$ cat src/rtl/crossbar_scheduler.sv
// crossbar_scheduler: alternating FETCH/GRANT scheduler that moves each input queue's head word to its output RAM.
// Optional macro SCHED_RR_EN selects per-output round-robin arbitration; without it the lowest input index wins.
module crossbar_scheduler #(
   parameter int NPORTS       = 3,
   parameter int ADDR_W       = 12,
   parameter int DATA_W       = 32,
   parameter int DEST_W       = 2,
   parameter int DEFAULT_PORT = 1,
   parameter int SEL_W        = $clog2(NPORTS + 1)
) (
   input  logic                     clk,
   input  logic                     rst_n,
   input  logic [NPORTS*DATA_W-1:0] in_data,
   input  logic [NPORTS*ADDR_W-1:0] in_wr_addr,
   input  logic [NPORTS-1:0]        out_ready,
   output logic [NPORTS*ADDR_W-1:0] in_rd_addr,
   output logic [NPORTS-1:0]        in_rden,
   output logic [NPORTS*SEL_W-1:0]  mux_sel,
   output logic [NPORTS-1:0]        out_wr,
   output logic [NPORTS-1:0]        drop_pulse
);

   typedef enum logic {FETCH, GRANT} phase_t;

   phase_t                         phase;
   phase_t                         phase_next;
   logic [NPORTS-1:0]              not_empty;
   logic [NPORTS-1:0]              ne_q;
   logic [NPORTS-1:0]              consume;
   logic [NPORTS-1:0]              won;
   logic [NPORTS-1:0][NPORTS-1:0]  req;
   logic [DATA_W-1:0]              head;
   int                             dest;
   logic                           found;
   logic                           grant_ok;

`ifdef SCHED_RR_EN
   logic [NPORTS-1:0][SEL_W-1:0]   rr_ptr;
   logic [NPORTS-1:0][SEL_W-1:0]   rr_next;
`endif

   always_comb begin
      not_empty = '0;
      for (int i = 0; i < NPORTS; i++)
         not_empty[i] = in_rd_addr[i*ADDR_W +: ADDR_W] != in_wr_addr[i*ADDR_W +: ADDR_W];
   end

   // Strobes are gated with rst_n so nothing fires during a reset cycle, even mid-grant.
   assign in_rden = (rst_n && phase == FETCH) ? not_empty : '0;

   always_comb begin
      phase_next = (phase == FETCH) ? GRANT : FETCH;
   end

   // Queue occupancy is frozen at FETCH so a writer moving in_wr_addr during GRANT cannot disturb the grant.
   always_ff @(posedge clk) begin
      if (!rst_n) begin
         phase      <= FETCH;
         ne_q       <= '0;
         in_rd_addr <= '0;
      end else begin
         phase <= phase_next;
         if (phase == FETCH)
            ne_q <= not_empty;
         for (int i = 0; i < NPORTS; i++)
            if (consume[i] || won[i])
               in_rd_addr[i*ADDR_W +: ADDR_W] <= in_rd_addr[i*ADDR_W +: ADDR_W] + ADDR_W'(1);
      end
   end

   // Head-word decode: fillers and invalid destinations are consumed without requesting an output.
   always_comb begin
      req        = '0;
      consume    = '0;
      drop_pulse = '0;
      head       = '0;
      dest       = 0;
      if (rst_n && phase == GRANT) begin
         for (int i = 0; i < NPORTS; i++) begin
            if (ne_q[i]) begin
               head = in_data[i*DATA_W +: DATA_W];
               dest = int'(head[DEST_W-1:0]);
               if (head == '0) begin
                  consume[i] = 1'b1;
               end else if (dest > NPORTS) begin
                  consume[i]    = 1'b1;
                  drop_pulse[i] = 1'b1;
               end else begin
                  for (int j = 0; j < NPORTS; j++)
                     req[j][i] = (dest == 0) ? (j == DEFAULT_PORT) : (dest == j + 1);
               end
            end
         end
      end
   end

   // Per-output arbitration: scan priority slots k in order and take the first ready requester.
   always_comb begin
      out_wr   = '0;
      mux_sel  = '0;
      won      = '0;
      found    = 1'b0;
      grant_ok = 1'b0;
`ifdef SCHED_RR_EN
      rr_next  = rr_ptr;
`endif
      for (int j = 0; j < NPORTS; j++) begin
         found = 1'b0;
         for (int k = 0; k < NPORTS; k++) begin
            for (int i = 0; i < NPORTS; i++) begin
`ifdef SCHED_RR_EN
               grant_ok = ((int'(rr_ptr[j]) + k) % NPORTS) == i;
`else
               grant_ok = (k == i);
`endif
               if (grant_ok && !found && out_ready[j] && req[j][i]) begin
                  found                     = 1'b1;
                  out_wr[j]                 = 1'b1;
                  mux_sel[j*SEL_W +: SEL_W] = SEL_W'(i + 1);
                  won[i]                    = 1'b1;
`ifdef SCHED_RR_EN
                  rr_next[j]                = SEL_W'((i + 1) % NPORTS);
`endif
               end
            end
         end
      end
   end

`ifdef SCHED_RR_EN
   always_ff @(posedge clk) begin
      if (!rst_n)
         rr_ptr <= '0;
      else
         rr_ptr <= rr_next;
   end
`endif

endmodule
$ cat config.mk
export PLATFORM = sky130hd
export DESIGN_NAME = crossbar_scheduler
export DESIGN_NICKNAME = d
export VERILOG_FILES = /design/src/rtl/crossbar_scheduler.sv
export SDC_FILE = /design/constraint.sdc
export NUM_CORES = 1
export LEC_CHECK = 0
export CAP_MARGIN = 20
export CORE_ASPECT_RATIO = 0.75
export CORE_UTILIZATION = 36
export CTS_CLUSTER_SIZE = 24
export DETAILED_ROUTE_END_ITERATION = 7
export PLACE_DENSITY_LB_ADDON = 0.1
export SYNTH_ARGS = -nofsm -noshare
export SYNTH_HDL_FRONTEND = slang
export SYNTH_SLANG_ARGS = --single-unit
$ cat constraint.sdc
create_clock -name clk -period 3.65 [get_ports clk]
set_clock_uncertainty 0.15 [all_clocks]
set_input_delay 0.9125 -clock clk [delete_from_list [all_inputs] [get_ports clk]]
set_output_delay 0.9125 -clock clk [all_outputs]
set_load 0.005 [all_outputs]
==> flow_summary.json, run 1 <==
{
  "min-delay-path-class": "flop to flop",
  "utilization_pct": 71.72,
  "path_max_fanout": 2,
  "worst_slack_ns": -0.01205,
  "synth_largest_area_cell": "dfxtp_1",
  "rows": 27,
  "grt_busiest_layer": "met2",
  "synth_area_um2": 2724,
  "via_count": 3315,
  "die_h_um": 77.33,
  "leakagePower_nw": 2.318,
  "synth-seq-cells": 40,
  "viasPerCell": 5.023,
  "drtIter0Drc": 129,
  "synth_edf_count": 0,
  "fmax_mhz": 273.1,
  "final_common_cell": "clkdlybuf4s50_1",
  "wl_um": 10220,
  "dp_hpwl_um": 7967,
  "root_buffer": "clkbuf_8",
  "fin_area_um2": 5258,
  "htree_levels": 2,
  "grt_remaining_overflow": 0,
  "yosys_warnings": 0,
  "place_area_um2": 4892,
  "gp_congestion": 0.8272,
  "avgSynthCellArea_um2": 8.304,
  "status": "finished with violations",
  "ys_async_sr_fraction_pct": 0,
  "synth_area_leaders": "dfxtp_1 (29%), xor2_1 (16%), nor4_1 (7.3%)",
  "final_nets": 698,
  "fillers": 577,
  "path_class": "primary input to output pin",
  "antenna_found_initial": 0,
  "area_growth_pct": 93.02,
  "drt_pass1_iterations": 6,
  "die_w_um": 102.4,
  "power_switching_mw": 0.2441,
  "grt_pass1_vias": 3277,
  "power_frac_seq_pct": 40.8,
  "violations": "negative setup slack",
  "port_buffers": 184,
  "clkTransAtPathRegs_ns": 0.08,
  "ant_nets": 0,
  "antenna_cells": 0,
  "drive_gt1_share_pct": 20.39,
  "wl_per_cell_um": 15.48,
  "use_met2_pct": 42.00,
  "io_pins": 188,
  "p_comb_share_pct": 22.7,
  "cts_made_buffers": 5,
  "grt.total_usage_pct": 24.88,
  "clockBufferDepth": 2,
  "gr-usage-met3_pct": 5.856,
  "switching_share_pct": 22.35,
  "rsz0062_at_grt": "yes",
  "seq_area_frac_synth_pct": 29.40,
  "worst_setup_path_start_kind": "primary input",
  "arrival_ns": 2.60,
  "p_clk_share_pct": 36.5,
  "internal_power_mw": 0.8482,
  "clock_latency_ns": 0.30,
  "synth_top_area_share_pct": 29.40,
  "end_kind": "output pin",
  "worst_path_max_delay_cell": "clkdlybuf4s50_1",
  "hold_viol": 0,
  "dieArea_um2": 7922,
  "timing.final.crit_share_pct": 100.3,
  "min_period_ns": 3.662,
  "use_met1_pct": 32.04,
  "coreArea_um2": 7331,
  "cts_tree": "done",
  "final_cell_mix": "clkdlybuf4s50_1 (138), xor2_1 (49), buf_4 (49), dfxtp_1 (40), nand2_1 (30)",
  "setup-violations-final": 1,
  "path_cells": "clkdlybuf4s50_1, nor4_2, nand4_1, o2111a_2, a211o_4, buf_6",
  "max_cap_viol_count": 0,
  "synth.distinct_cells": 52,
  "grt_pass1_wl_um": 15570,
  "slew_viol_final": 0,
  "drc": 0,
  "grt_max_degree": 25,
  "dominantRegCellSynth": "dfxtp_1",
  "start_util_pct": 37.16,
  "cts.sink_count": 40,
  "cts-hold-fix-buffers": 0,
  "required_ns": 2.59,
  "ir_worst_vdd_uv": 189.4,
  "crit_path_max_incr_delay_ns": 0.42,
  "p_per_area_nw_per_um2": 207.8,
  "syn_inst": 328
}
Yosys cell counts, drive strengths merged (4+ instances only):
cell type and number:
and3 16, and2 4, nor4 34, nor2 31, nand2 31, dfxtp 40
nand2b 7, nor3 5, clkbuf 5, buf 7, xnor2 7, o2111ai 6
xor2 49, a21oi 8, nand3 11, nand4 13, o21ai 6, mux2i 11
per-stage QoR:
step	total power [mW]	setup TNS (ns)	instances	hold slack, ns	setup WS, ns
2_1_floorplan	0.5063	0	330	0.3241	0.2157
3_3_place_gp	0.6967	-2.714	638	0.3339	-0.6218
3_5_place_dp	0.7004	-2.705	638	0.3574	-0.6436
4_1_cts	1.085	-0.01793	654	0.3794	-0.01793
5_1_grt	1.130	-0.09437	660	0.4090	-0.07216
6_report	1.092	-0.01205	660	0.3745	-0.01205
layout make-up:
class | count | area (µm²) | share of cell area (%)
Sequential cell | 40 | 800.8 | 15.23
Clock inverter | 1 | 30.03 | 0.5712
Timing Repair Buffer | 234 | 2181 | 41.48
Multi-Input combinational cell | 274 | 2012 | 38.27
Clock buffer | 7 | 96.34 | 1.832
Inverter | 3 | 11.26 | 0.2142
Tap cell | 101 | 126.4 | 2.404
what timing repair did:
action | CTS | global route
setup endpoints to repair | 11 | 9
buffers inserted | 9 | 6
resized for setup | 73 | 42
pin swaps | 22 | 30
registers in the layout, summed over array words and instances, names as in the netlist:
register,count
in_rd_addr,36
ne_q,3
phase,1
critical path: cells and delay by family:
| family | cells | cell delay [ns] |
|---|---|---|
| AND/OR/NAND/NOR | 2 | 0.49 |
| buffers and inverters | 2 | 0.54 |
| AO/OA/AOI/OAI | 2 | 0.66 |
power groups by stage:
stage | Combinational, mW | Clock (mW) | Sequential (mW)
floorplan | 0.0519 | 0 | 0.454
global placement | 0.241 | 0 | 0.455
detailed placement | 0.245 | 0 | 0.456
CTS | 0.240 | 0.400 | 0.445
global route | 0.265 | 0.419 | 0.446
finish | 0.248 | 0.399 | 0.446
worst paths after layout:
kind,start,end,slack [ns],cells past startpoint
setup / recovery,in_data[73],out_wr[1],-0.01,6
hold / removal,in_rd_addr[34],in_rd_addr[34],0.37,2
setup reg to reg,phase,in_rd_addr[28],1.17,10
hold reg to reg,in_rd_addr[34],in_rd_addr[34],0.37,2
routing by layer:
layer	vias up	part of all wire (%)
li1	1652	-
met1	1524	45
met2	124	46
met3	15	7.7
met4	0	1.3
met5	-	0
cells by family (layout without fill, tap and decap cells):
| logic type | Yosys count | after routing | synth area share [%] |
|---|---|---|---|
| simple gates | 163 | 163 | 32.89 |
| xor+xnor | 56 | 56 | 18.01 |
| flops | 40 | 40 | 29.40 |
| compound gates | 38 | 38 | 10.89 |
| buf+inv | 16 | 245 | 3.261 |
| mux | 11 | 11 | 4.042 |
| fa+ha+maj | 3 | 3 | 1.378 |
| other cells | 1 | 3 | 0.1377 |
No activity file was read; power rests on OpenSTA's default activity.
==> inputs of run 2 (changes only) <==
CTS_CLUSTER_SIZE = 25   (was 24)
==> results of run 2 <==
Same layout as run 1: the final DEF is identical, and so are final timing and power.
